<file path="config.mk">
export PLATFORM = sky130hd
export DESIGN_NAME = azadi_clkdiv_rstgen
export DESIGN_NICKNAME = d
export VERILOG_FILES = /design/src/rtl/azadi_clkdiv_rstgen.sv
export SDC_FILE = /design/constraint.sdc
export NUM_CORES = 1
export LEC_CHECK = 0
export CORE_UTILIZATION = 45
export CTS_CLUSTER_SIZE = 10
export DETAILED_ROUTE_END_ITERATION = 10
export PLACE_DENSITY = 0.74
export SYNTH_ARGS = -nofsm -noshare
export SYNTH_HDL_FRONTEND = slang
export SYNTH_SLANG_ARGS = --single-unit
</file>
<file path="constraint.sdc">
create_clock -name clock -period 3.4 [get_ports clock]
set_input_delay 1.02 -clock clock [delete_from_list [all_inputs] [get_ports clock]]
set_output_delay 1.02 -clock clock [all_outputs]
set_load 0.02 [all_outputs]
</file>
<file path="src/rtl/azadi_clkdiv_rstgen.sv">
// -----------------------------------------------------------------------------
// azadi_clkdiv_rstgen
//   Multi-channel clock divider with per-channel reset stretcher.
//   Each channel counts 0..D-1 on the system clock and produces:
//     - clk_o  : registered divided clock level (high ceil(D/2), low floor(D/2))
//     - tick_o : registered one-cycle pulse once per divided period
//     - rst_no : active-low reset released after RST_TICKS ticks
//   The divisor is changed through a valid/ready handshake. An accepted value
//   is parked in a shadow register and only becomes active at the wrap cycle,
//   so every divided period runs to completion with a single divisor.
//   D=0 disables a channel (counter parked, outputs low).
//
// Optional build macro:
//   AZADI_CLKDIV_SYNC_EN - adds sync_i; a high cycle restarts every enabled
//                          channel at cnt=0 on the next edge and applies any
//                          pending divisor at that same edge.
//
// Ports:
//   clock        in   system clock, rising edge
//   reset_ni     in   synchronous active-low reset
//   sync_i       in   phase-align strobe (AZADI_CLKDIV_SYNC_EN only)
//   div_i        in   NUM_CH*DIV_W requested divisors, channel c at [c*DIV_W +: DIV_W]
//   div_valid_i  in   NUM_CH per-channel update request
//   div_ready_o  out  NUM_CH per-channel update accept (no update pending)
//   clk_o        out  NUM_CH divided clock levels
//   tick_o       out  NUM_CH per-period pulses
//   rst_no       out  NUM_CH stretched active-low resets
// -----------------------------------------------------------------------------

// One divider channel: counter, shadow divisor, outputs and reset stretcher.
module azadi_clkdiv_ch #(
   parameter int unsigned DIV_W     = 28,
   parameter int unsigned DEF_DIV   = 5000,
   parameter int unsigned RST_TICKS = 4
) (
   input  logic             clock,
   input  logic             reset_ni,
   input  logic             sync_i,
   input  logic [DIV_W-1:0] div_i,
   input  logic             div_valid_i,
   output logic             div_ready_o,
   output logic             clk_o,
   output logic             tick_o,
   output logic             rst_no
);

   localparam int unsigned        RT_W   = $clog2(RST_TICKS + 1);
   localparam logic [RT_W-1:0]    RT_MAX = RT_W'(RST_TICKS);
   localparam logic [DIV_W-1:0]   DEF_D  = DIV_W'(DEF_DIV);
   localparam logic [DIV_W-1:0]   ONE    = DIV_W'(1);

   logic [DIV_W-1:0] cnt_q, cnt_d;
   logic [DIV_W-1:0] div_q, div_d;
   logic [DIV_W-1:0] shadow_q, shadow_d;
   logic             pend_q, pend_d;
   logic [RT_W-1:0]  rtick_q, rtick_d;
   logic             clk_q, clk_d;
   logic             tick_q, tick_d;
   logic             rstn_q, rstn_d;

   logic             en, wrap, accept, apply;
   logic [DIV_W-1:0] last, half;

   always_comb begin
      en     = |div_q;
      last   = div_q - ONE;
      // ceil(D/2) without an extra carry bit
      half   = (div_q >> 1) + {{(DIV_W-1){1'b0}}, div_q[0]};
      wrap   = en && (cnt_q == last);
      accept = div_valid_i && !pend_q;
      // A disabled channel has no wrap, so a pending value applies right away.
      apply  = pend_q && (wrap || !en || sync_i);

      cnt_d    = cnt_q + ONE;
      if (!en || wrap || apply || sync_i) cnt_d = '0;

      div_d    = div_q;
      shadow_d = shadow_q;
      pend_d   = pend_q;
      if (apply) begin
         div_d  = shadow_q;
         pend_d = 1'b0;
      end
      // accept requires !pend_q and apply requires pend_q: never both
      if (accept) begin
         shadow_d = div_i;
         pend_d   = 1'b1;
      end

      clk_d  = en && (cnt_q < half);
      tick_d = wrap;

      // Stretcher counts emitted ticks; disabled channels emit none, so hold.
      rtick_d = rtick_q;
      if (tick_q && (rtick_q != RT_MAX)) rtick_d = rtick_q + RT_W'(1);
      rstn_d  = rstn_q | (rtick_q == RT_MAX);
   end

   always_ff @(posedge clock) begin
      if (!reset_ni) begin
         cnt_q    <= '0;
         div_q    <= DEF_D;
         shadow_q <= '0;
         pend_q   <= 1'b0;
         rtick_q  <= '0;
         clk_q    <= 1'b0;
         tick_q   <= 1'b0;
         rstn_q   <= 1'b0;
      end else begin
         cnt_q    <= cnt_d;
         div_q    <= div_d;
         shadow_q <= shadow_d;
         pend_q   <= pend_d;
         rtick_q  <= rtick_d;
         clk_q    <= clk_d;
         tick_q   <= tick_d;
         rstn_q   <= rstn_d;
      end
   end

   assign div_ready_o = !pend_q;
   assign clk_o       = clk_q;
   assign tick_o      = tick_q;
   assign rst_no      = rstn_q;

endmodule

module azadi_clkdiv_rstgen #(
   parameter int unsigned NUM_CH    = 2,
   parameter int unsigned DIV_W     = 28,
   parameter int unsigned DEF_DIV   = 5000,
   parameter int unsigned RST_TICKS = 4
) (
   input  logic                    clock,
   input  logic                    reset_ni,
`ifdef AZADI_CLKDIV_SYNC_EN
   input  logic                    sync_i,
`endif
   input  logic [NUM_CH*DIV_W-1:0] div_i,
   input  logic [NUM_CH-1:0]       div_valid_i,
   output logic [NUM_CH-1:0]       div_ready_o,
   output logic [NUM_CH-1:0]       clk_o,
   output logic [NUM_CH-1:0]       tick_o,
   output logic [NUM_CH-1:0]       rst_no
);

   logic sync;
`ifdef AZADI_CLKDIV_SYNC_EN
   assign sync = sync_i;
`else
   // Without the strobe, channels are phase-aligned only by reset.
   assign sync = 1'b0;
`endif

   for (genvar c = 0; c < NUM_CH; c++) begin : g_ch
      azadi_clkdiv_ch #(
         .DIV_W     (DIV_W),
         .DEF_DIV   (DEF_DIV),
         .RST_TICKS (RST_TICKS)
      ) u_ch (
         .clock       (clock),
         .reset_ni    (reset_ni),
         .sync_i      (sync),
         .div_i       (div_i[c*DIV_W +: DIV_W]),
         .div_valid_i (div_valid_i[c]),
         .div_ready_o (div_ready_o[c]),
         .clk_o       (clk_o[c]),
         .tick_o      (tick_o[c]),
         .rst_no      (rst_no[c])
      );
   end

endmodule
</file>
==> impl_metrics.json <==
{
  "clockRootBuffer": "clkbuf_16",
  "grt_overflow": 0,
  "cp_cell_sequence": "or4_1 > or3_1 > nor4_2 > xnor2_1 > nand3_2 > or4_4 > nand2b_1 > buf_12 > nor2_1",
  "antenna_found_initial": 0,
  "ios": 68,
  "critPathLaunchType": "flip-flop",
  "die_h_um": 167,
  "slowest_delay_ns": 0.65,
  "start_util": 0.458,
  "syn_nets": 1689,
  "async_reset_ff_frac": 0,
  "multi_input_area_mm2": 0.00819,
  "p_per_area_mw_per_mm2": 313,
  "rows": 60,
  "cts_tree": "yes",
  "htree_levels": 4,
  "portBuffers": 67,
  "num-fill-cells": 2454,
  "synth.area.mux_share": 0.00487,
  "die-area_mm2": 0.0280,
  "diodes": 0,
  "min_period_ns": 3.33,
  "clk_path_buf_depth": 2,
  "finish.net_count": 1757,
  "end_kind": "flip-flop",
  "clkTransAtPathRegs_ns": 0.09,
  "area_growth_pct": 18.2,
  "drv_slew": 0,
  "yosysSeqAreaShare": 0.296,
  "hold_violations": 0,
  "synth_top_cells_by_count": "nand2_1, dfxtp_1, nor2_1",
  "dr.pass1.iters": 5,
  "synth.distinct_cells": 73,
  "wl_met2_mm": 14.9,
  "fp.dieW_um": 167,
  "wl_met1_mm": 16.0,
  "p_leak_uw": 0.00565,
  "synth_area_mm2": 0.0123,
  "ys_ff_latch": 182,
  "period_share": 0.978,
  "setup_viol": 0,
  "wl_mm": 33.5,
  "synth-edff-count": 0,
  "maxCapViolCount": 0,
  "ir_drop_mv": 0.261,
  "clock.fmax_ghz": 0.301,
  "final_antenna_net_count": 0,
  "rsz0062_at_grt": "yes",
  "worstPathMaxFanout": 28,
  "highest_layer": "met4",
  "grt_use_total": 0.236,
  "vias": 11600,
  "synth_top_cell_area_share": 0.296,
  "total_power_uw": 4560,
  "critPathKind": "flip-flop to flip-flop",
  "ys_warn_count": 0,
  "hp-class": "flip-flop to flip-flop",
  "holdWs_ns": 0.465,
  "dp_hpwl_mm": 24.3,
  "yosys.area.top_type": "dfxtp_1",
  "clock_sinks": 182,
  "cts_buffers": 17,
  "placed_cell_area_mm2": 0.0137,
  "synth_top_family_by_area": "simple AND/OR/NAND/NOR gates",
  "synthAdderAreaFrac": 0.0670,
  "critPathSlowestCell": "or4_4",
  "skew_ns": 0.0172,
  "layout.area.seq_mm2": 0.00365,
  "tightest_slew_ns": 0.626,
  "drc": 0,
  "clock_latency_ns": 0.44,
  "syn_inst": 1563,
  "vias_per_cell": 5.83,
  "synth_compound_gate_area_share": 0.165,
  "place_congestion": 0.965,
  "grt_start_max_net_pins": 61,
  "synthMostInstantiatedCell": "nand2_1",
  "final.setup.tns_ns": 0,
  "stdcell_area_mm2": 0.0146,
  "syn_area_per_cell_um2": 7.88,
  "wire_per_inst_um": 16.9,
  "synthFlopType": "dfxtp_1",
  "drtIter0Drc": 1252,
  "final_util": 0.542,
  "synth_simple_gate_area_frac": 0.281,
  "coreArea_mm2": 0.0269,
  "drive_above_1_share": 0.125,
  "cp.arrival_ns": 3.65,
  "relSlewSlack": 0.579,
  "cp.required_ns": 3.73,
  "grt_pass1_wl_mm": 54.3,
  "routed-wl-met3_mm": 1.99,
  "grt_pass1_vias": 10600,
  "synth-xor-area-share": 0.126,
  "outcome": "completed",
  "synth_area_leaders": "dfxtp_1, xnor2_1, nand2_1"
}
[where the power goes]
part	internal (µW)	switching (µW)
combinational	150	182
sequential	2180	34.3
clock	1010	1010
total	3340	1230
[metal layers]
metal / global-route usage / up-vias
met5: 0 / -
met4: 0.0674 / 0
met3: 0.0347 / 47
met2: 0.365 / 365
met1: 0.340 / 5510
li1: - / 5658
[flip-flops by register name (all words and copies together), names as in the netlist]
name                cells
g_ch.u_ch.cnt_q        56
g_ch.u_ch.div_q        56
g_ch.u_ch.shadow_q     56
g_ch.u_ch.rtick_q       6
g_ch.u_ch.clk_o         2
g_ch.u_ch.pend_q        2
g_ch.u_ch.rst_no        2
g_ch.u_ch.tick_o        2
[path summary, 6_finish.rpt]
path	from	to	slack [ns]	cells past startpoint
setup / recovery	g_ch[1].u_ch.div_q[19]$_SDFFE_PN0P_	g_ch[1].u_ch.cnt_q[7]$_SDFF_PP0_	0.07	9
hold / removal	g_ch[0].u_ch.shadow_q[26]$_SDFFE_PN0P_	g_ch[0].u_ch.shadow_q[26]$_SDFFE_PN0P_	0.47	2
setup reg to reg	g_ch[1].u_ch.div_q[19]$_SDFFE_PN0P_	g_ch[1].u_ch.cnt_q[7]$_SDFF_PP0_	0.07	9
hold reg to reg	g_ch[0].u_ch.shadow_q[26]$_SDFFE_PN0P_	g_ch[0].u_ch.shadow_q[26]$_SDFFE_PN0P_	0.47	2
[timing repair]
item	in CTS	in global routing
resized for setup	5	40
hold buffers	0	0
setup endpoints to repair	8	102
setup buffers	0	5
pin swaps	1	13
gates cloned	0	4
[layout by cell type (no fill, tap or decap), types with 11 or more instances in the layout]
master / netlist / layout
nand2_1: 221 / 219
dfxtp_1: 182 / 178
nor2_1: 132 / 130
buf_4: 11 / 107
xnor2_1: 98 / 98
nand3_1: 92 / 89
xor2_1: 79 / 79
clkdlybuf4s50_1: 0 / 66
ha_1: 66 / 64
a21boi_0: 60 / 60
and3_1: 48 / 48
nand4_1: 45 / 45
o211ai_1: 37 / 37
inv_1: 34 / 34
a32oi_1: 26 / 26
nor3_1: 30 / 25
a21oi_1: 22 / 22
a21o_1: 20 / 20
o21ai_0: 20 / 18
clkbuf_16: 0 / 17
and2_1: 14 / 14
a211oi_1: 13 / 13
nor4_1: 19 / 12
a311o_1: 11 / 11
[metrics by stage]
step,setup slack (ns),instances
after global routing,-0.0793,1985
after global placement,0.0469,1944
after floorplan,0.0238,1563
final,0.0747,1985
after detailed placement,-0.0594,1944
after CTS,0.0132,1976
[cell type report]
class                           count  share of cell area
Inverter                           35             0.00902
Clock inverter                     14              0.0111
Timing Repair Buffer              179               0.108
Sequential cell                   182               0.250
Multi-Input combinational cell   1216               0.562
Clock buffer                       18              0.0301
Tap cell                          341              0.0293
[kinds of logic after synthesis]
| kind of cell | count (synthesis) |
|---|---|
| AO/OA/AOI/OAI | 269 |
| XOR/XNOR | 177 |
| adder cells (fa/ha/maj) | 66 |
| buffers and inverters | 169 |
| flip-flops | 182 |
| multiplexers | 6 |
| AND/OR/NAND/NOR | 694 |
[worst max-delay path, delay by kind of cell (launching register included)]
| kind | cells | cell delay [ns] |
|---|---|---|
| DFF | 1 | 0.46 |
| xor gates and xnor gates | 1 | 0.26 |
| buffers and inverters | 1 | 0.18 |
| and+or+nand+nor | 7 | 2.32 |
Note: power is estimated with default switching activity, not from simulation.
